==> config.mk <==
export PLATFORM = sky130hd
export DESIGN_NAME = view_ctrl
export DESIGN_NICKNAME = d
export VERILOG_FILES = /design/src/rtl/view_ctrl.sv
export SDC_FILE = /design/constraint.sdc
export NUM_CORES = 1
export LEC_CHECK = 0
export CAP_MARGIN = 20
export CORE_ASPECT_RATIO = 0.75
export CORE_MARGIN = 2
export CORE_UTILIZATION = 44
export CTS_CLUSTER_SIZE = 28
export DETAILED_ROUTE_END_ITERATION = 8
export PLACE_DENSITY_LB_ADDON = 0.05
export SYNTH_ARGS = -nofsm -noshare
export SYNTH_HDL_FRONTEND = slang
export SYNTH_SLANG_ARGS = --single-unit
==> constraint.sdc <==
create_clock -name slow_clk -period 2.75 [get_ports slow_clk]
set_input_delay 0.55 -clock slow_clk [delete_from_list [all_inputs] [get_ports slow_clk]]
set_output_delay 0.55 -clock slow_clk [all_outputs]
set_load 0.005 [all_outputs]
==> src/rtl/view_ctrl.sv <==
// view_ctrl: Mandelbrot view state and render request sequencer; VIEW_AUTO_ZOOM_EN adds auto-zoom.
module view_ctrl #(
  parameter int                 COORD_W   = 32,
  parameter int                 ZOOM_MAX  = 24,
  parameter logic [COORD_W-1:0] BASE_STEP = 32'h0013_3333
) (
  input  logic                      slow_clk,
  input  logic                      RESET,
  input  logic [3:1]                i_btn,
  input  logic                      i_done,
  output logic                      o_start,
  output logic signed [COORD_W-1:0] o_cx,
  output logic signed [COORD_W-1:0] o_cy,
  output logic [COORD_W-1:0]        o_step,
  output logic [4:0]                o_zoom,
  output logic                      o_busy,
  output logic                      o_auto
);
  typedef enum logic [1:0] {S_IDLE, S_REQ, S_WAIT} state_t;
  localparam logic [4:0] ZMAX = 5'(ZOOM_MAX);
  localparam logic signed [COORD_W-1:0] CX0 = COORD_W'(-32'sd134217728);
  localparam logic signed [COORD_W-1:0] CY0 = '0;
  localparam logic signed [COORD_W-1:0] CX1 = COORD_W'(-32'sd199620386);
  localparam logic signed [COORD_W-1:0] CY1 = COORD_W'(32'sd35386747);
  localparam logic signed [COORD_W-1:0] CX2 = COORD_W'(-32'sd335721487);
  localparam logic signed [COORD_W-1:0] CY2 = COORD_W'(32'sd5400921);
  localparam logic signed [COORD_W-1:0] CX3 = COORD_W'(-32'sd27138825);
  localparam logic signed [COORD_W-1:0] CY3 = COORD_W'(32'sd256704827);
  state_t state;
  logic [4:0] zoom, zoom_nxt, zoom_fin;
  logic [1:0] preset, preset_nxt;
  logic vc, pending, auto_step;
  logic signed [COORD_W-1:0] pcx, pcy;
  assign pcx = preset == 2'd0 ? CX0 : preset == 2'd1 ? CX1 : preset == 2'd2 ? CX2 : CX3;
  assign pcy = preset == 2'd0 ? CY0 : preset == 2'd1 ? CY1 : preset == 2'd2 ? CY2 : CY3;
  // Presses at a zoom limit and the reserved zoom-in+zoom-out chord are not view changes
  always_comb begin
    zoom_nxt   = zoom;
    preset_nxt = preset;
    vc         = 1'b0;
    if (i_btn[3]) begin
      preset_nxt = preset + 2'd1;
      zoom_nxt   = '0;
      vc         = 1'b1;
    end else if (i_btn[1] && !i_btn[2] && zoom < ZMAX) begin
      zoom_nxt = zoom + 5'd1;
      vc       = 1'b1;
    end else if (i_btn[2] && !i_btn[1] && zoom != 5'd0) begin
      zoom_nxt = zoom - 5'd1;
      vc       = 1'b1;
    end
  end
  assign zoom_fin = auto_step ? zoom + 5'd1 : zoom_nxt;
`ifdef VIEW_AUTO_ZOOM_EN
  logic auto_q;
  assign auto_step = auto_q && state == S_WAIT && i_done && !pending && !vc && zoom < ZMAX;
  always_ff @(posedge slow_clk)
    auto_q <= RESET ? 1'b0 :
              (i_btn[3] || (i_btn[1] ^ i_btn[2]) || zoom_fin == ZMAX) ? 1'b0 :
              (i_btn[1] && i_btn[2]) ? !auto_q : auto_q;
  assign o_auto = auto_q;
`else
  assign auto_step = 1'b0;
  assign o_auto    = 1'b0;
`endif
  // Snapshot registers load only in S_REQ so they hold for the whole frame
  always_ff @(posedge slow_clk) begin
    if (RESET) begin
      state   <= S_REQ;
      zoom    <= '0;
      preset  <= '0;
      pending <= 1'b0;
      o_start <= 1'b0;
      o_busy  <= 1'b0;
      o_cx    <= CX0;
      o_cy    <= CY0;
      o_step  <= BASE_STEP;
      o_zoom  <= '0;
    end else begin
      zoom   <= zoom_fin;
      preset <= preset_nxt;
      case (state)
        S_IDLE: state <= vc ? S_REQ : S_IDLE;
        S_REQ: begin
          o_cx    <= pcx;
          o_cy    <= pcy;
          o_step  <= BASE_STEP >> zoom;
          o_zoom  <= zoom;
          o_start <= 1'b1;
          o_busy  <= 1'b1;
          pending <= vc;
          state   <= S_WAIT;
        end
        S_WAIT: begin
          o_start <= 1'b0;
          if (i_done) begin
            o_busy  <= 1'b0;
            pending <= 1'b0;
            state   <= (pending || vc || auto_step) ? S_REQ : S_IDLE;
          end else begin
            pending <= pending || vc;
          end
        end
        default: state <= S_IDLE;
      endcase
    end
  end
endmodule

After elaboration in Yosys (flattened, before gate mapping)
Cells that the tools add are included.

Add/subtract/negate cells: 3. Multipliers: 0. Div/mod/pow operators: 0. $lt $le $gt $ge: 1. Eq/ne operators: 5. Shift operators: 1. Muxes and demuxes: 20. Bitwise operators: 0. Reduce and logical (&&, ||, !) cells: 14.

Operators with widths (number): 2-to-1 mux 29 bit (3); 2-to-1 mux 28 bit (3); >> shifter 21 x 5 -> 32 bit, first input constant (1); 2-to-1 mux 5 bit (2); 2-to-1 mux 1 bit (7); one-hot mux 1 bit (2 select lines) (3); one-hot mux 2 bit (3 select lines) (1); adder 5 x 1 -> 5 bit, second input constant (1); < comparator 5 bit, second input constant (1); nonzero test 5 bit (1); subtractor 5 x 1 -> 5 bit, second input constant (1); == test 2 x 1 -> 1 bit, second input constant (2); == test 2 bit, second input constant (2); logical AND 1 bit (4); zero test 2 bit (2); nonzero test 2 bit (2); adder 2 x 1 -> 2 bit, second input constant (1); zero test 1 bit (2); 2-to-1 mux 2 bit (1); != test 2 bit, second input constant (1); AND reduction 2 bit (1); OR reduction 2 bit (1); logical OR 1 bit (1).

Bits in registers: 113. Latch bits: 0. RAM bits: 0. Bits in read-only memories: 0. Input port bits: 6. Output and inout port bits: 104. Memories: 0.

Logic depth before layout (Yosys ltp)
Gate-level depths: netlist of the first run.

Depth in word-level cells: 10. Mapped depth: 7. Depth with buffers taken out: 7.

Least setup slack after synthesis of the first run
No wires, ideal clock.

Path kind: input-to-reg. Start: in i_btn[2] (netlist name). End: reg zoom[4]. Library setup time: 0.072 ns. Arrival: 2.090 ns. Data required time: 2.678 ns. Setup slack: 0.588 ns. Stages: 7. Path buffers: 0. Cells stage by stage: a21oi_1 > nand2_1 > fa_1 > a21o_1 > a21oi_1 > mux2i_1 > mux2i_1.

Cells in the longest elaborated chain, start to end: 4. Elaborated cells on any way between the ends: 7. Those cells by class: mux (1); reduce/logical (6).

RTL lines: from (decl) (RTL line 9) `input logic [3:1] i_btn,`; zero test 1 bit (RTL line 45) `end else if (i_btn[1] && !i_btn[2] && zoom < ZMAX) begin`; logical AND 1 bit (2 in a row) (RTL line 45); 2-to-1 mux 5 bit / nonzero test 2 bit (equally long branches); to (signal assigned) (RTL line 80) `zoom <= zoom_fin;`; to (decl) (RTL line 30) `logic [4:0] zoom, zoom_nxt, zoom_fin;`.

Several ways; a longest one is shown, not always the timed one. A chain may end at the register's enable or synchronous reset.

Worst setup path in the final report of the first run
Same ends and word-level chain as after synthesis.

==> run metrics, run 1 <==
Maximum Capacitance Violations 0; WP buf/inv 1; xor and xnor fraction of the mapped netlist area 0.0129; half-perimeter wire length after detailed placement 4160 microns; post-route setup TNS 0 ns; DIE HEIGHT 72.0 microns; Synth top cells by count sky130_fd_sc_hd__buf_4, sky130_fd_sc_hd__dfxtp_1, sky130_fd_sc_hd__nor2_1; setup repair after global routing missed its margin false; final core occ 0.572; status finished clean; Post-CTS Resized 0; share of layout cells above drive strength 1 0.0741; arrival time worst endpoint 2.43 ns; buffer levels on the longest clock path 2; post-synthesis instance total 306; Min-Delay Path Depth 2; final WL 5760 microns; sequential-to-total area share from yosys stat 0.346; type of the tightest min-delay check reg -> reg; Design Power 1.77 mW; synthesized-area fraction occupied by ao, oa, aoi and oai cells 0.139; adder-cell share of the synthesized area 0.0811; reg-to-reg endpoint zoom[4]; primary flip-flop cell chosen by synthesis mapping sky130_fd_sc_hd__dfxtp_1; combinational family with the most area after synthesis buffers and inverters; worst r2r src zoom[3]; type of element launching the critical path input port; number of global-route vias before repair 1,796; Pwr per Cell Area 526 nW/um^2; Total Routing Usage GR 0.166; Critical Path Source i_btn[2]; pin count of the biggest net entering global routing 25; placeable core area 5890 sq um; Layout Skew 0.0134 ns; number of flops mapped to enable cells by yosys 0; initial antenna violation count 0; Yosys warnings 0; source of the worst hold timing path o_step[9]; detailed router's first-iteration violation count 76; cell depth of the worst flop-to-flop path 7; highest net fanout along the worst path 3; number of buffers added by the clock tree synthesis step 5; area overhead of the layout relative to synthesis 24.0%; worst rel slew slack 0.470; total congestion overflow after global routing 0; Critical Setup Path Class in -> reg; peak clock frequency supported by timing 455 MHz; worst path required time 2.99 ns; final critical-path setup slack 0.554 ns; distinct cell type count of the synthesized netlist 39; fraction of post-synthesis cell area in the top cell type by area 0.346; Avg Vias per Cell 4.75; Post-synth ARST share 0; clk sink count 47; main area contributors after synthesis sky130_fd_sc_hd__dfxtp_1, sky130_fd_sc_hd__buf_4, sky130_fd_sc_hd__ha_1; pins over their slew limit 0; via total after detailed routing 2,038; cell family with most CP delay compound AO/OA/AOI/OAI gates; cell leakage power 1.41 nW; antenna viol nets, final 0; non-filler cells in the finished layout 429; antenna diode count 0; final clock period utilization by the worst path 0.799; final period demand of the worst path 2.20 ns; Initial Utilization 0.462; endpoints failing setup 0; Rows 24; WL per Instance 13.4 microns; worst stage delay on the critical path 0.41 ns; fraction of synthesized area in multiplexers 0.0677; final RePlAce weighted congestion 0.757; worst-case register-to-register setup slack 0.58 ns; global-route wire length before repair 9050 microns; simple-gate portion of the synthesized area 0.133; Hold Path Sink o_step[9]; worst skew pair latency 0.30 ns; Setup Buffers After CTS 0; DRC violations left 0; number of hold buffers added after CTS 0; mean instance size in the synthesized netlist 8.88 sq um; root buffer cell sky130_fd_sc_hd__clkbuf_8; Peak VDD IR 0.309 mV; Die Area 6820 sq um; final hold viol count 0; cell with the largest stage delay on the worst path sky130_fd_sc_hd__clkdlybuf4s50_1; # placed instances 421; number of optimization iterations in the first detailed-route pass 4; clock transition time at the flip-flop clock pins of the worst setup and hold paths 0.09 ns; ports placed on the boundary 110; area occupied by registers 941 sq um; kind of capture point of the worst setup path register; Multi-input gate area 1270 sq um; count of H-tree levels built during CTS 2; cell chain of the critical path clkdlybuf4s50_1 > a21oi_1 > nand2_1 > fa_1 > a21o_1 > a21oi_1 > mux2i_1 > mux2i_1; total of buffers placed on input and output ports 84; post-synthesis register bit count 47; cell taking the most area after synthesis sky130_fd_sc_hd__dfxtp_1; most used standard cell by instance count after synthesis sky130_fd_sc_hd__buf_4; minimum setup slack after placement 0.230 ns; die span in x 94.7 microns; layout net count 373; Synth Cell Area 2720 sq um; TritonCTS clock tree yes; number of filler cells placed in the layout 543; Tightest Pin Transition 0.793 ns
## registers in the layout, indices dropped and copies added (netlist names)
name     cells
zoom         5
o_start      1
o_zoom       5
o_cy         7
o_step      21
state        2
o_busy       1
preset       2
pending      1
o_cx         2
## worst reg2reg max path: cells and delay by family, from the launching register on
kind / cells / cell delay (ns)
flops: 1 / 0.71
compound gates: 3 / 0.52
mux: 2 / 0.42
fa+ha+maj: 1 / 0.28
simple gates: 1 / 0.17
## metrics by stage
stage	area, sq um	hold WS, ns
floorplan	2800	0.462
global placement	3270	0.459
detailed placement	3270	0.459
CTS	3370	0.480
global route	3370	0.499
finish	3370	0.479
## routing by layer
metal  vias to the layer above  GRT usage  part of all wire
li1                       1030          -                 -
met1                       941      0.255              0.52
met2                        62      0.236              0.41
met3                         5     0.0363             0.057
met4                         0     0.0386            0.0062
met5                         -          0                 0
## worst max path at each step
stage,endpoint,slack [ns],cells past startpoint
floorplan,zoom[4],0.59,7
global placement,zoom[4],0.27,8
detailed placement,zoom[4],0.23,8
CTS,zoom[4],0.55,8
global route,zoom[3],0.25,8
finish,zoom[4],0.55,8
## final cells by class
class | instances | share of cell area
Clock buffer | 8 | 0.0297
Timing Repair Buffer | 95 | 0.274
Tap cell | 78 | 0.0290
Sequential cell | 47 | 0.279
Multi-Input combinational cell | 192 | 0.378
Inverter | 9 | 0.0100
## power breakdown
part	switching, mW	internal, mW	leakage [nW]
clock	0.223	0.230	0.0515
combinational	0.230	0.290	0.975
sequential	0.0569	0.741	0.385
## cells in the final DEF (no fill, tap or decap), types with 3 or more instances in the layout
master	instances
sky130_fd_sc_hd__nand2b_1	4
sky130_fd_sc_hd__clkbuf_8	7
sky130_fd_sc_hd__inv_1	9
sky130_fd_sc_hd__a221o_1	4
sky130_fd_sc_hd__mux2i_1	15
sky130_fd_sc_hd__o21ai_0	10
sky130_fd_sc_hd__conb_1	25
sky130_fd_sc_hd__a211oi_1	3
sky130_fd_sc_hd__nor3_2	3
sky130_fd_sc_hd__a211o_1	3
sky130_fd_sc_hd__ha_1	16
sky130_fd_sc_hd__clkdlybuf4s50_1	84
sky130_fd_sc_hd__nor2_1	37
sky130_fd_sc_hd__nand2_1	13
sky130_fd_sc_hd__a21oi_1	14
sky130_fd_sc_hd__nor3_1	3
sky130_fd_sc_hd__a22oi_1	4
sky130_fd_sc_hd__buf_4	11
sky130_fd_sc_hd__dfxtp_1	47
sky130_fd_sc_hd__nor2b_1	6
sky130_fd_sc_hd__mux2_2	3
sky130_fd_sc_hd__a2bb2oi_1	4
sky130_fd_sc_hd__nand3_1	3
## logic make-up (layout without fill, tap and decap cells)
logic type               after synthesis  in the layout
adder cells (fa/ha/maj)               17             17
buffers and inverters                 90            112
AND/OR/NAND/NOR                       75             75
multiplexers                          18             18
flip-flops                            47             47
AO/OA/AOI/OAI                         53             53
other                                  2             25
XOR/XNOR                               4              4
(Power assumes the default switching activity.)
==> run 2: changes to the inputs <==
==> constraint.sdc (replaced) <==
create_clock -name slow_clk -period 2.28 [get_ports slow_clk]
set_input_delay 0.456 -clock slow_clk [delete_from_list [all_inputs] [get_ports slow_clk]]
set_output_delay 0.456 -clock slow_clk [all_outputs]
set_load 0.005 [all_outputs]
==> run metrics, run 2 (synthesis gave the netlist of run 1 again) <==
status finished clean; Layout Skew 0.00760 ns; kind of capture point of the worst setup path register; Initial Utilization 0.462; Rows 24; post-route setup TNS 0 ns; final hold viol count 0; clk sink count 47; final clock period utilization by the worst path 0.925; Hold Path Sink o_step[12]; commonest cells after routing, fill and taps aside sky130_fd_sc_hd__clkdlybuf4s50_1, sky130_fd_sc_hd__dfxtp_1, sky130_fd_sc_hd__nor2_1; die span in x 94.7 microns; DRC violations left 0; global-route wire length before repair 9270 microns; final core occ 0.579; fraction of met2 tracks used by global routing 0.243; count of H-tree levels built during CTS 2; type of the tightest min-delay check reg -> reg; GR Util met3 0.0384; TritonCTS clock tree yes; antenna viol nets, final 0; final period demand of the worst path 2.11 ns; Peak VDD IR 0.337 mV; source of the worst hold timing path o_step[12]; registers with the most flip-flops o_step (21), o_cy (7); placeable core area 5890 sq um; total congestion overflow after global routing 0; ports placed on the boundary 110; via total after detailed routing 2,055; share of layout cells above drive strength 1 0.0847; pins over their slew limit 0; worst path required time 2.51 ns; antenna diode count 0; Die Area 6820 sq um; number of optimization iterations in the first detailed-route pass 4; GRT Max-Usage Layer met1; root buffer cell sky130_fd_sc_hd__clkbuf_8; Avg Vias per Cell 4.76; cell leakage power 1.43 nW; register bank with the most flops o_step; clock transition time at the flip-flop clock pins of the worst setup and hold paths 0.08 ns; cell depth of the worst flop-to-flop path 7; detailed router's first-iteration violation count 96; initial antenna violation count 0; DIE HEIGHT 72.0 microns; WL per Instance 13.4 microns; highest net fanout along the worst path 3; buffer levels on the longest clock path 2; number of buffers added by the clock tree synthesis step 5; Setup Buffers After CTS 0; reg-to-reg endpoint zoom[4]; type of element launching the critical path input port; final RePlAce weighted congestion 0.767; area overhead of the layout relative to synthesis 25.4%; Pwr per Cell Area 607 nW/um^2; arrival time worst endpoint 2.34 ns; worst slack on hold paths 0.479 ns; worst r2r src zoom[4]; worst skew pair latency 0.29 ns; Total Routing Usage GR 0.170; half-perimeter wire length after detailed placement 4190 microns; setup repair after global routing missed its margin false; max reg flops 21; Min-Delay Path Depth 2; pin count of the biggest net entering global routing 50; met1 Resource Use GR 0.264; total of buffers placed on input and output ports 84; most frequent standard cell in the layout excluding fill and tap cells sky130_fd_sc_hd__clkdlybuf4s50_1; layout net count 378; number of global-route vias before repair 1,827; peak clock frequency supported by timing 474 MHz; final WL 5790 microns; worst-case register-to-register setup slack 0.41 ns; endpoints failing setup 0; Critical Setup Path Class in -> reg; Maximum Capacitance Violations 0
## run 2: changes by cell type in the layout (fill, tap and decap cells not counted)
cell	delta
sky130_fd_sc_hd__buf_12	+2
sky130_fd_sc_hd__clkbuf_8	-2
sky130_fd_sc_hd__buf_4	+3
sky130_fd_sc_hd__a21oi_1	-1
sky130_fd_sc_hd__a21oi_2	+1
## run 2: layout make-up
| cell class | count | area, sq um |
|---|---|---|
| Clock buffer | 6 | 72.6 |
| Timing Repair Buffer | 100 | 986 |
| Multi-Input combinational cell | 192 | 1270 |
| Inverter | 9 | 33.8 |
| Fill cell | 561 | 2480 |
| Tap cell | 78 | 97.6 |
| Sequential cell | 47 | 941 |
## run 2: how the worst max path moves through the flow
stage,start,end,slack [ns],cells after the start
floorplan,i_btn[2],zoom[4],0.21,7
global placement,i_btn[2],zoom[4],-0.09,8
detailed placement,i_btn[2],zoom[4],-0.16,8
CTS,i_btn[2],zoom[4],0.14,8
global route,i_btn[2],zoom[4],0.04,8
finish,i_btn[2],zoom[4],0.17,8
## run 2: where the power goes
group	total, mW	internal (mW)	switching, mW	leakage [nW]
Combinational	0.655	0.368	0.288	1.01
Clock	0.459	0.205	0.254	0.0371
Sequential	0.953	0.894	0.0596	0.385
## run 2: per-stage QoR
step / std cells / area, sq um / power, mW / setup slack [ns]
finish: 432 / 3410 / 2.07 / 0.170
global route: 432 / 3410 / 2.19 / 0.0404
floorplan: 329 / 2800 / 1.39 / 0.212
CTS: 432 / 3400 / 2.09 / 0.139
global placement: 426 / 3330 / 1.62 / -0.0904
detailed placement: 426 / 3330 / 1.63 / -0.160
## run 2: per-layer routing
metal / share of wire / vias to the layer above
li1: - / 1032
met1: 0.48 / 940
met2: 0.44 / 81
met3: 0.076 / 2
met4: 0.0021 / 0
met5: 0 / -
## run 2: critical path: stages
cell	delay, ns
sky130_fd_sc_hd__clkdlybuf4s50_1	0.43
sky130_fd_sc_hd__a21oi_2	0.14
sky130_fd_sc_hd__nand2_1	0.13
sky130_fd_sc_hd__fa_1	0.41
sky130_fd_sc_hd__a21o_1	0.17
sky130_fd_sc_hd__a21oi_1	0.17
sky130_fd_sc_hd__mux2i_1	0.24
sky130_fd_sc_hd__mux2i_1	0.19
## run 2: repair_timing
action | in CTS | in global routing
resized for setup | 0 | 1
endpoints found under the setup margin | 0 | 2
hold buffers | 0 | 0
==> run 3: changes to the inputs <==
--- a/config.mk
+++ b/config.mk
@@ -8,7 +8,7 @@
 export CAP_MARGIN = 20
 export CORE_ASPECT_RATIO = 0.75
 export CORE_MARGIN = 2
-export CORE_UTILIZATION = 44
+export CORE_UTILIZATION = 23
 export CTS_CLUSTER_SIZE = 28
 export DETAILED_ROUTE_END_ITERATION = 8
 export PLACE_DENSITY_LB_ADDON = 0.05
==> run metrics, run 3 (synthesis gave the netlist of run 1 again) <==
wire length on met2 2700 microns; max reg flops 21; number of hold buffers added after CTS 0; clock transition time at the flip-flop clock pins of the worst setup and hold paths 0.07 ns; worst r2r src zoom[4]; die span in x 129 microns; total of buffers placed on input and output ports 84; DIE HEIGHT 98.1 microns; count of H-tree levels built during CTS 2; ports placed on the boundary 110; worst path required time 2.50 ns; Design Power 2.36 mW; initial antenna violation count 0; half-perimeter wire length after detailed placement 4950 microns; total congestion overflow after global routing 0; number of optimization iterations in the first detailed-route pass 4; arrival time worst endpoint 2.31 ns; buffer levels on the longest clock path 2; register bank with the most flops o_step; final period demand of the worst path 2.09 ns; worst skew pair latency 0.29 ns; highest metal layer with signal wires met4; length of routed met3 wiring 395 microns; reg-to-reg endpoint zoom[4]; Initial Utilization 0.235; via total after detailed routing 2,011; WP buf/inv 1; worst-case register-to-register setup slack 0.44 ns; most frequent standard cell in the layout excluding fill and tap cells sky130_fd_sc_hd__clkdlybuf4s50_1; highest net fanout along the worst path 3; Setup Buffers After CTS 0; endpoints failing setup 0; share of layout cells above drive strength 1 0.0975; root buffer cell sky130_fd_sc_hd__clkbuf_16; most used cell along the critical path sky130_fd_sc_hd__mux2i_1; final RePlAce weighted congestion 0.721; area overhead of the layout relative to synthesis 32.2%; cell family with most CP delay compound AO/OA/AOI/OAI gates; TritonCTS clock tree yes; number of buffers added by the clock tree synthesis step 5; cell with the largest stage delay on the worst path sky130_fd_sc_hd__clkdlybuf4s50_1; source of the worst hold timing path o_step[9]; final core occ 0.310; antenna diode count 0; type of the tightest min-delay check reg -> reg; cell depth of the worst flop-to-flop path 7; worst stage delay on the critical path 0.43 ns; pins over their slew limit 0; pin count of the biggest net entering global routing 50; registers with the most flip-flops o_step (21), o_cy (7); clk sink count 47; type of element launching the critical path input port; Layout Skew 0.00590 ns; cell chain of the critical path clkdlybuf4s50_1 > a21oi_2 > nand2_1 > fa_1 > a21o_1 > a21oi_1 > mux2i_1 > mux2i_1; WL per Instance 13.6 microns; kind of capture point of the worst setup path register; detailed router's first-iteration violation count 92; final WL 7060 microns; status finished clean; Maximum Capacitance Violations 0; Pwr per Cell Area 657 nW/um^2; met1 WL 3870 microns; number of filler cells placed in the layout 1,245; final clock period utilization by the worst path 0.917; Die Area 12,700 sq um; global-route wire length before repair 11,000 microns; summed area of non-filler cells in the final layout 3590 sq um; antenna viol nets, final 0; Rows 34; DRC violations left 0; cell area after placement 3440 sq um; post-route setup TNS 0 ns; Total Routing Usage GR 0.112; layout net count 381; Avg Vias per Cell 3.86; Peak VDD IR 0.296 mV; commonest cells after routing, fill and taps aside sky130_fd_sc_hd__clkdlybuf4s50_1, sky130_fd_sc_hd__dfxtp_1, sky130_fd_sc_hd__nor2_1; worst slack on hold paths 0.479 ns; number of global-route vias before repair 1,930; cell leakage power 1.47 nW; setup repair after global routing missed its margin false; peak clock frequency supported by timing 478 MHz; final hold viol count 0; Min-Delay Path Depth 2; Hold Path Sink o_step[9]; placeable core area 11,600 sq um; Critical Setup Path Class in -> reg
==> run 3: power by group <==
| group | total (mW) | switching, mW | internal (mW) |
|---|---|---|---|
| clock | 0.731 | 0.326 | 0.406 |
| combinational | 0.669 | 0.299 | 0.370 |
| sequential | 0.958 | 0.0633 | 0.895 |
| total | 2.36 | 0.688 | 1.67 |
==> run 3: timing repair <==
action	4_1_cts	5_1_grt
gates resized for setup	0	1
hold endpoints to repair	0	0
setup endpoints to repair	0	1
==> run 3: worst max path at each step <==
stage / from / to / slack, ns / cells past startpoint
after floorplan: i_btn[2] / zoom[4] / 0.21 / 7
after global placement: i_btn[2] / zoom[4] / -0.11 / 8
after detailed placement: i_btn[2] / zoom[4] / -0.16 / 8
after CTS: i_btn[2] / zoom[4] / 0.14 / 8
after global routing: i_btn[2] / zoom[4] / 0.06 / 8
final: i_btn[2] / zoom[4] / 0.19 / 8
==> run 3: metal layers <==
metal | GRT usage | vias up
met5 | 0 | -
met1 | 0.180 | 902
li1 | - | 1048
met3 | 0.0312 | 7
met2 | 0.143 | 54
met4 | 0.0289 | 0
==> run 3: worst reg2reg max path, cell delays in order, from the launching register on <==
cell,delay (ns)
sky130_fd_sc_hd__dfxtp_1,0.33
sky130_fd_sc_hd__a21oi_2,0.16
sky130_fd_sc_hd__nand2_1,0.13
sky130_fd_sc_hd__fa_1,0.40
sky130_fd_sc_hd__a21o_1,0.16
sky130_fd_sc_hd__a21oi_1,0.16
sky130_fd_sc_hd__mux2i_1,0.24
sky130_fd_sc_hd__mux2i_1,0.20
==> run 3: per-stage QoR <==
stage	cells	setup WS [ns]
floorplan	329	0.212
global placement	513	-0.108
detailed placement	513	-0.158
CTS	521	0.138
global route	521	0.0583
finish	521	0.189
==> run 3: cell type report <==
cell class | instances | area, sq um | share of cell area
Clock buffer | 6 | 129 | 0.0359
Sequential cell | 47 | 941 | 0.262
Inverter | 9 | 33.8 | 0.00941
Tap cell | 162 | 203 | 0.0565
Clock inverter | 2 | 12.5 | 0.00349
Multi-Input combinational cell | 192 | 1270 | 0.355
Timing Repair Buffer | 103 | 996 | 0.277
